===== src/rtl/cpu_run_controller.sv =====
// -----------------------------------------------------------------------------
// cpu_run_controller
//
// Run-control sequencer that sits behind the AXI-Lite register block. It turns
// the cpu_ctrl word and the PC-write strobe into the core's enable, soft reset
// and PC-load pins. It also produces the status word and the cycle and
// retired-instruction counters that software reads back.
//
// Optional feature: define CPU_WATCHDOG_EN to add a no-retire watchdog in RUN.
//
// Ports:
//   S_AXI_ACLK      in   clock
//   S_AXI_ARESETN   in   asynchronous active-low reset
//   cpu_ctrl        in   [0] run, [1] step, [2] soft reset, [3] break enable
//   axi_pc_write    in   PC value from the register interface
//   axi_pc_we       in   one-cycle PC write strobe
//   core_halt_req   in   core decoded EBREAK
//   core_retire     in   one-cycle pulse per retired instruction
//   core_en         out  pipeline advance enable (registered)
//   core_rst_n      out  core soft reset, active low (registered)
//   pc_load         out  one-cycle PC load pulse
//   pc_load_value   out  PC value to load
//   cpu_status      out  {instret[15:0], 7'b0, pc_rej, cause[1:0], wdt, halted, running, state}
//   cpu_running     out  state is RUN or STEP
//   cpu_halted      out  state is HALTED
//   cpu_state       out  encoded FSM state
//   cycle_count     out  cycles with core_en high
//   instret_count   out  retired instructions while core_en high
// -----------------------------------------------------------------------------
module cpu_run_controller #(
    parameter int unsigned SRST_CYCLES = 4,
    parameter int unsigned WDT_LIMIT   = 1024
) (
    input  logic        S_AXI_ACLK,
    input  logic        S_AXI_ARESETN,
    input  logic [31:0] cpu_ctrl,
    input  logic [31:0] axi_pc_write,
    input  logic        axi_pc_we,
    input  logic        core_halt_req,
    input  logic        core_retire,
    output logic        core_en,
    output logic        core_rst_n,
    output logic        pc_load,
    output logic [31:0] pc_load_value,
    output logic [31:0] cpu_status,
    output logic        cpu_running,
    output logic        cpu_halted,
    output logic [2:0]  cpu_state,
    output logic [31:0] cycle_count,
    output logic [31:0] instret_count
);

    localparam int unsigned SrstW = $clog2(SRST_CYCLES + 1);

    typedef enum logic [2:0] {
        StIdle   = 3'd0,
        StRun    = 3'd1,
        StStep   = 3'd2,
        StHalted = 3'd3,
        StSrst   = 3'd4
    } state_t;

    localparam logic [1:0] CauseNone = 2'b00;
    localparam logic [1:0] CauseCtrl = 2'b01;
    localparam logic [1:0] CauseBrk  = 2'b10;
    localparam logic [1:0] CauseWdt  = 2'b11;

    state_t             r_state;
    state_t             w_state_nxt;
    logic [2:0]         r_ctrl_prev;
    logic [2:0]         w_ctrl_rise;
    logic [SrstW-1:0]   r_srst_cnt;
    logic               r_core_en;
    logic               r_core_rst_n;
    logic               r_pc_load;
    logic [31:0]        r_pc_load_value;
    logic [31:0]        r_cycle_count;
    logic [31:0]        r_instret_count;
    logic [1:0]         r_cause;
    logic               r_pc_rej;
    logic               w_halt;
    logic [1:0]         w_halt_cause;
    logic               w_idle_or_halted;
    logic               w_running;
    logic               w_halted;
    logic               w_wdt_trip;
    logic               w_wdt_flag;
    logic               w_unused_ctrl;

    // Only run/step/soft-reset need edge detection; bit 3 is a level.
    assign w_ctrl_rise   = cpu_ctrl[2:0] & ~r_ctrl_prev;
    assign w_unused_ctrl = ^cpu_ctrl[31:4];

    assign w_idle_or_halted = (r_state == StIdle) || (r_state == StHalted);
    assign w_running        = (r_state == StRun) || (r_state == StStep);
    assign w_halted         = (r_state == StHalted);

`ifdef CPU_WATCHDOG_EN
    logic [31:0] r_wdt_cnt;
    logic        r_wdt_flag;

    // Fires on the RUN cycle in which the no-retire count reaches WDT_LIMIT.
    assign w_wdt_trip = (r_state == StRun) && !core_retire &&
                        (r_wdt_cnt == WDT_LIMIT - 32'd1);
    assign w_wdt_flag = r_wdt_flag;

    always_ff @(posedge S_AXI_ACLK or negedge S_AXI_ARESETN) begin
        if (!S_AXI_ARESETN) begin
            r_wdt_cnt  <= 32'd0;
            r_wdt_flag <= 1'b0;
        end else begin
            if (w_state_nxt == StRun && r_state != StRun) begin
                r_wdt_cnt <= 32'd0;
            end else if (r_state == StRun) begin
                r_wdt_cnt <= core_retire ? 32'd0 : r_wdt_cnt + 32'd1;
            end

            if (w_ctrl_rise[2]) begin
                r_wdt_flag <= 1'b0;
            end else if (w_halt && w_halt_cause == CauseWdt) begin
                r_wdt_flag <= 1'b1;
            end
        end
    end
`else
    logic [31:0] w_unused_wdt_limit;

    assign w_wdt_trip         = 1'b0;
    assign w_wdt_flag         = 1'b0;
    assign w_unused_wdt_limit = WDT_LIMIT;
`endif

    // Next-state decode. Soft-reset edge beats everything; inside each state
    // the halt request beats run-clear, which beats retire/watchdog.
    always_comb begin
        w_state_nxt  = r_state;
        w_halt       = 1'b0;
        w_halt_cause = CauseNone;

        if (w_ctrl_rise[2]) begin
            w_state_nxt = StSrst;
        end else begin
            unique case (r_state)
                StIdle, StHalted: begin
                    if (w_ctrl_rise[0]) begin
                        w_state_nxt = StRun;
                    end else if (w_ctrl_rise[1]) begin
                        w_state_nxt = StStep;
                    end
                end
                StRun: begin
                    if (core_halt_req && cpu_ctrl[3]) begin
                        w_halt       = 1'b1;
                        w_halt_cause = CauseBrk;
                    end else if (!cpu_ctrl[0]) begin
                        w_halt       = 1'b1;
                        w_halt_cause = CauseCtrl;
                    end else if (w_wdt_trip) begin
                        w_halt       = 1'b1;
                        w_halt_cause = CauseWdt;
                    end
                end
                StStep: begin
                    if (core_halt_req) begin
                        w_halt       = 1'b1;
                        w_halt_cause = CauseBrk;
                    end else if (core_retire) begin
                        w_halt       = 1'b1;
                        w_halt_cause = CauseCtrl;
                    end
                end
                StSrst: begin
                    if (r_srst_cnt == SrstW'(1)) begin
                        w_state_nxt = StIdle;
                    end
                end
                default: begin
                    w_state_nxt = StIdle;
                end
            endcase

            if (w_halt) begin
                w_state_nxt = StHalted;
            end
        end
    end

    // FSM state plus outputs registered from the next state, so core_en and
    // core_rst_n change on the same edge as the state itself.
    always_ff @(posedge S_AXI_ACLK or negedge S_AXI_ARESETN) begin
        if (!S_AXI_ARESETN) begin
            r_state      <= StIdle;
            r_ctrl_prev  <= 3'b000;
            r_core_en    <= 1'b0;
            r_core_rst_n <= 1'b1;
        end else begin
            r_state      <= w_state_nxt;
            r_ctrl_prev  <= cpu_ctrl[2:0];
            r_core_en    <= (w_state_nxt == StRun) || (w_state_nxt == StStep);
            r_core_rst_n <= (w_state_nxt != StSrst);
        end
    end

    // Soft-reset hold counter: loaded on entry, state leaves SRST when it
    // would decrement from 1 to 0, giving exactly SRST_CYCLES low cycles.
    always_ff @(posedge S_AXI_ACLK or negedge S_AXI_ARESETN) begin
        if (!S_AXI_ARESETN) begin
            r_srst_cnt <= '0;
        end else if (w_ctrl_rise[2]) begin
            r_srst_cnt <= SrstW'(SRST_CYCLES);
        end else if (r_state == StSrst && r_srst_cnt != '0) begin
            r_srst_cnt <= r_srst_cnt - SrstW'(1);
        end
    end

    // Performance counters, halt cause and sticky PC-reject flag.
    always_ff @(posedge S_AXI_ACLK or negedge S_AXI_ARESETN) begin
        if (!S_AXI_ARESETN) begin
            r_cycle_count   <= 32'd0;
            r_instret_count <= 32'd0;
            r_cause         <= CauseNone;
            r_pc_rej        <= 1'b0;
        end else if (w_ctrl_rise[2]) begin
            r_cycle_count   <= 32'd0;
            r_instret_count <= 32'd0;
            r_cause         <= CauseNone;
            r_pc_rej        <= 1'b0;
        end else begin
            if (r_core_en) begin
                r_cycle_count <= r_cycle_count + 32'd1;
                if (core_retire) begin
                    r_instret_count <= r_instret_count + 32'd1;
                end
            end
            if (w_halt) begin
                r_cause <= w_halt_cause;
            end
            if (axi_pc_we && !w_idle_or_halted) begin
                r_pc_rej <= 1'b1;
            end
        end
    end

    // PC load is only honoured while the core is parked.
    always_ff @(posedge S_AXI_ACLK or negedge S_AXI_ARESETN) begin
        if (!S_AXI_ARESETN) begin
            r_pc_load       <= 1'b0;
            r_pc_load_value <= 32'd0;
        end else begin
            r_pc_load <= axi_pc_we && w_idle_or_halted;
            if (axi_pc_we && w_idle_or_halted) begin
                r_pc_load_value <= axi_pc_write;
            end
        end
    end

    assign core_en       = r_core_en;
    assign core_rst_n    = r_core_rst_n;
    assign pc_load       = r_pc_load;
    assign pc_load_value = r_pc_load_value;
    assign cpu_running   = w_running;
    assign cpu_halted    = w_halted;
    assign cpu_state     = r_state;
    assign cycle_count   = r_cycle_count;
    assign instret_count = r_instret_count;
    assign cpu_status    = {r_instret_count[15:0], 7'b0000000, r_pc_rej, r_cause,
                            w_wdt_flag, w_halted, w_running, r_state};

endmodule

===== config.mk =====
export PLATFORM = sky130hd
export DESIGN_NAME = cpu_run_controller
export DESIGN_NICKNAME = d
export VERILOG_FILES = /design/src/rtl/cpu_run_controller.sv
export SDC_FILE = /design/constraint.sdc
export NUM_CORES = 1
export LEC_CHECK = 0
export ABC_AREA = 1
export ABC_CLOCK_PERIOD_IN_PS = 1400
export CAP_MARGIN = 25
export CORE_MARGIN = 4
export CORE_UTILIZATION = 42
export CTS_CLUSTER_SIZE = 25
export DETAILED_ROUTE_END_ITERATION = 10
export GPL_TIMING_DRIVEN = 1
export PLACE_DENSITY = 0.82
export SLEW_MARGIN = 20
export SYNTH_ARGS = -nofsm -noshare
export SYNTH_HDL_FRONTEND = slang
export SYNTH_SLANG_ARGS = --single-unit

===== constraint.sdc =====
create_clock -name S_AXI_ACLK -period 1.4 [get_ports S_AXI_ACLK]
set_clock_uncertainty 0.15 [all_clocks]
set_input_delay 0.14 -clock S_AXI_ACLK [delete_from_list [all_inputs] [get_ports S_AXI_ACLK]]
set_output_delay 0.14 -clock S_AXI_ACLK [all_outputs]
set_load 0.01 [all_outputs]

Yosys cells after proc, flatten, opt, wreduce, memory -nomap -nowiden
Index checks and enable logic that the tools add are counted.
{"block": "totals", "ff_bits": 111, "out_inout_bits": 136}
{"block": "classes", "n_addsub": 3, "eq_ne": 8, "muxes": 29, "n_bitwise": 2, "n_reduce_logical": 18}
{"cell": "32-bit 2-to-1 mux", "count": 5}
{"cell": "32-bit by 1-bit adder with 32-bit output, second input constant", "count": 2}
{"cell": "3-bit 2-to-1 mux", "count": 7}
{"cell": "1-bit 2-to-1 mux", "count": 10}
{"cell": "2-bit nonzero test", "count": 5}
{"cell": "3-bit by 1-bit equality test with 1-bit output, second input constant", "count": 3}
{"cell": "3-bit by 2-bit equality test with 1-bit output, second input constant", "count": 3}
{"cell": "3-bit case mux with 3 select lines", "count": 1}
{"cell": "2-bit 2-to-1 mux", "count": 4}
{"cell": "1-bit logical AND", "count": 4}
{"cell": "2-bit case mux with 2 select lines", "count": 1}
{"cell": "2-bit OR reduction", "count": 2}
{"cell": "3-bit bitwise AND", "count": 1}
{"cell": "3-bit equality test, second input constant", "count": 1}
{"cell": "3-bit logical NOT", "count": 1}
{"cell": "1-bit logical OR", "count": 3}
{"cell": "3-bit != test, second input constant", "count": 1}
{"cell": "3-bit NOT", "count": 1}
{"cell": "3-bit nonzero test", "count": 1}
{"cell": "3-bit by 1-bit subtractor with 3-bit output, second input constant", "count": 1}
{"cell": "1-bit case mux with 2 select lines", "count": 1}
{"cell": "2-bit AND reduction", "count": 1}
{"cell": "1-bit logical NOT", "count": 1}

Logic depth before layout (Yosys ltp)
{"block": "logic_depth", "ltp_word": 9, "mapped_depth": 10, "ltp_nobuf": 10}

Least setup slack after synthesis
No wires, ideal clock.
{"block": "synth_timing", "kind": "flip-flop to flip-flop", "startpoint": "register r_instret_count[1], in the netlist instret_count[1]", "endpoint": "register r_instret_count[24], in the netlist instret_count[24]", "setup_ps": 121, "t_arrival_ps": 1392, "required_time_ps": 1129, "slack_ps": -263, "stages_incl_launch_ff": 9, "synth_period_minus_slack_ps": 1663, "path_cell_list": "dfrtp_1 -> ha_1 -> nand2_2 -> nor2_8 -> nand2_1 -> nor2_2 -> nand3_1 -> o21ai_0 -> nor2_1"}
{"block": "synth_via", "elab_chain_cells": 4}
{"element": "from (decl)", "line_no": "78", "source": "logic [31:0] r_instret_count;"}
{"element": "from (signal assigned)", "line_no": "232", "source": "r_instret_count <= r_instret_count + 32'd1;"}
{"element": "32-bit by 1-bit adder with 32-bit output", "line_no": "232"}
{"element": "32-bit 2-to-1 mux", "line_no": "231", "source": "if (core_retire) begin"}
{"element": "32-bit 2-to-1 mux", "line_no": "229", "source": "if (r_core_en) begin"}
{"element": "32-bit 2-to-1 mux", "line_no": "223", "source": "end else if (w_ctrl_rise[2]) begin"}
No other way between the ends. The select of a mux whose other input is x is not followed.
A chain may end at the register's enable or synchronous reset.

Worst setup path after layout
{"block": "layout_timing", "startpoint": "register r_state[2], in the netlist cpu_state[2]", "endpoint": "register r_core_en, in the netlist core_en"}
{"block": "layout_via", "elab_chain_cells": 7}
{"element": "from (decl)", "line_no": "68", "source": "state_t r_state;"}
{"element": "from (signal assigned)", "line_no": "192", "source": "r_state <= StIdle;"}
{"element": "from (signal assigned)", "line_no": "197", "source": "r_state <= w_state_nxt;"}
{"element": "3-bit by 1-bit equality test with 1-bit output, or another cell as far along", "line_no": "143", "source": "unique case (r_state)"}
{"element": "2-bit OR reduction (no source line), or another cell as far along"}
{"element": "3-bit case mux with 3 select lines / 1-bit 2-to-1 mux (equally long branches)", "line_no": "143, 140"}
{"element": "3-bit 2-to-1 mux *", "line_no": "182", "source": "if (w_halt) begin"}
{"element": "3-bit 2-to-1 mux *", "line_no": "140", "source": "if (w_ctrl_rise[2]) begin"}
{"element": "via w_state_nxt[0]", "line_no": "69", "source": "state_t w_state_nxt;"}
{"element": "3-bit by 1-bit equality test with 1-bit output / 3-bit by 2-bit equality test with 1-bit output (equally long branches)", "line_no": "199", "source": "r_core_en <= (w_state_nxt == StRun) || (w_state_nxt == StStep);"}
{"element": "1-bit logical OR *", "line_no": "199"}
{"element": "to (signal assigned)", "line_no": "199"}
{"element": "to (decl)", "line_no": "73", "source": "logic r_core_en;"}
The timed path passes the listed nets; every way through them passes the cells marked *. The select of a mux whose other input is x is not followed.

==> flow_metrics.tcl <==
set metrics [dict create \
    grt_pass1_vias 7375 \
    avgSynthCellArea_um2 7.32 \
    routabilityCongestion 0.949 \
    final_common_cell "nand2_1" \
    clk_latency_ns 0.36 \
    drtAntennaViolNets 0 \
    post_drt_wl_per_cell_um 19.2 \
    post_synth_num_cell_types 39 \
    grt_usage 0.271 \
    root_buffer "clkbuf_16" \
    worstPathRequired_ns 1.55 \
    drc_errors 0 \
    start_util 0.430 \
    drv_cap 0 \
    setup_ws_ns -0.418 \
    finalMaxSlewViolations 0 \
    async_reset_ff_frac 1.00 \
    synth_edf_count 0 \
    io_buffers 168 \
    ys_seq_area_frac 0.443 \
    synth_top_area_frac 0.439 \
    cts.reportedPaths.clkPinSlew_ns 0.08 \
    cellPowerDensity_nw_per_um2 1200 \
    antenna_found_initial 0 \
    synth_area_leader_cell "dfrtp_1" \
    coreArea_um2 14600 \
    antennaDiodeCount 0 \
    clkSinkCount 111 \
    num-nets-final 1296 \
    drtIter0Drc 573 \
    cp_num_buf_inv 3 \
    min_path_type "input port to async pin" \
    stdcell_count 1411 \
    dp_hpwl_um 14200 \
    finalHoldViolations 0 \
    syn-cell-area_um2 6270 \
    fin_tns_setup_ns -24.18 \
    max_stage_delay_ns 0.43 \
    syn_to_final_growth_pct 82.8 \
    grt_overflow 0 \
    fmax_mhz 550 \
    rsz0062_at_grt "yes" \
    synth_cells 857 \
    crit_fanout 4 \
    cts_buffers 9 \
    dieWidth_um 130 \
    wl_um 27100 \
    cp-end-kind "register" \
    crit_chain "inv_2 -> buf_6 -> nand3_4 -> nand2_4 -> buf_6 -> nand2_2 -> nand2_2 -> nor2_2 -> nor2_1 -> nand2_1 -> nand2_1" \
    power_mw 13.7 \
    layout_common_cells "nand2_1, buf_4, buf_6" \
    placed_cells 1291 \
    crit_path_top_delay_cell "dfrtp_1" \
    num_rows 44 \
    grt_pass1_wl_um 36300 \
    path_delay_family "simple AND/OR/NAND/NOR gates" \
    layout_worst_path_cycle_share 1.30 \
    cts_buffer_depth 2 \
    period_minus_slack_ns 1.82 \
    arrival_ns 1.97 \
    synth-seq-cells 111 \
    peakVddDrop_v 0.00130 \
    violations "negative setup slack" \
    reg2reg_slack_ns -0.42 \
    synth_area_leaders "dfrtp_1, nand2_1, nor2_1, inv_1, nand3_1" \
    status "finished with violations" \
    via_per_inst 5.39 \
    dr_total_vias 7602 \
    p_leak_nw 5.84 \
    yosys_most_used_dff "dfrtp_1" \
    dr.pass1.iters 7 \
    num-fill-cells 847 \
    setup_violations 115 \
    grt_max_degree 49 \
    ys.warnings.count 0 \
    dieArea_um2 17000 \
    crit_type "register to register" \
    drive_gt1_frac 0.509 \
    tritoncts "built" \
    die_h_um 130 \
    start_kind "register" \
    io_pins 205 \
    htree_levels 3 \
]
[worst reg2reg max path, cell delays in order (launching register included)]
cell and delay [ns]:
dfrtp_1 0.43, inv_2 0.17, buf_6 0.13, nand3_4 0.11, nand2_4 0.12, buf_6 0.12, nand2_2 0.05, nand2_2 0.06
nor2_2 0.05, nor2_1 0.18, nand2_1 0.10, nand2_1 0.08
[repair_timing]
action | 4_1_cts | 5_1_grt
gates cloned | 5 | 2
setup buffers | 77 | 45
hold buffers | 1 | 0
pin swaps | 80 | 90
setup endpoints to repair | 224 | 147
endpoints found under the hold margin | 110 | 0
gates resized for setup | 538 | 299
[synthesized netlist by cell type (3+ instances only)]
master    instances
buf_2             5
nor2_1          126
nand2_2           8
nand3_2           3
a21oi_1          28
o21ai_1           4
a31oi_1           4
nor2_4            9
nand2_4           3
dfrtp_1         110
o21ai_0          20
nand2_1         295
clkbuf_1          6
nand3_4           3
nor2_8            4
ha_1              5
nor2_2            5
nand4_1          12
nand3_1          52
buf_4            33
nor3_1           15
inv_1            85
[logic make-up after synthesis]
group           count (synthesis)  synth area share
compound gates                 63            0.0539
other cells                     1          0.000598
buf+inv                       133             0.102
simple gates                  542             0.388
xor+xnor                        2           0.00279
fa+ha+maj                       5           0.00997
flops                         111             0.443
[flip-flops by register name, indices dropped and copies added, names as in the netlist]
| name | flops |
|---|---|
| instret_count | 32 |
| r_srst_cnt | 3 |
| r_cause | 2 |
| core_rst_n | 1 |
| pc_load_value | 32 |
| cpu_state | 3 |
| r_pc_rej | 1 |
| pc_load | 1 |
| cycle_count | 32 |
| core_en | 1 |
| r_ctrl_prev | 3 |
[final timing paths]
kind	startpoint	endpoint	cells past startpoint
min in group S_AXI_ACLK	cpu_ctrl[1]	r_ctrl_prev[1]	1
worst min-delay path	S_AXI_ARESETN	instret_count[21]	2
worst max-delay path	cpu_state[2]	core_en	11
max in group asynchronous	S_AXI_ARESETN	core_rst_n	3
worst min register to register	pc_load_value[14]	pc_load_value[14]	2
worst max register to register	cpu_state[2]	core_en	11
[routing by layer]
metal / share of wire / wire, µm / vias to the layer above / track usage
met3: 0.084 / 2280 / 100 / 0.0741
met2: 0.50 / 13700 / 449 / 0.473
li1: - / - / 3388 / -
met4: 0.049 / 1330 / 0 / 0.105
met5: 0 / 0 / - / 0
met1: 0.36 / 9860 / 3665 / 0.316
[per-stage QoR]
stage                     hold WS, ns  setup slack, ns   util  instance area [µm²]
after floorplan                -0.306           -0.204      -                 6400
after global placement         -0.133           -0.377  0.614                 8950
after detailed placement       -0.137           -0.433  0.614                 8950
after CTS                      0.0253           -0.224  0.709                10300
after global routing           0.0429           -0.441  0.786                11500
final                          0.0333           -0.418  0.786                11500
[final cells by class]
cell class | instances | area (µm²) | share of cell area
multi-input cells | 620 | 4120 | 0.360
repair buffers | 394 | 3680 | 0.321
flip-flops and latches | 111 | 2800 | 0.244
inverters | 86 | 354 | 0.0309
well taps | 184 | 230 | 0.0201
clock buffers | 10 | 229 | 0.0200
clock inverters | 6 | 47.5 | 0.00415
[report_power, final]
| group | internal [mW] | switching [mW] | leakage [nW] |
|---|---|---|---|
| clock network | 1.23 | 1.33 | 0.133 |
| registers | 3.87 | 0.685 | 1.45 |
| logic | 3.18 | 3.42 | 4.26 |
No activity file was read; power rests on OpenSTA's default activity.
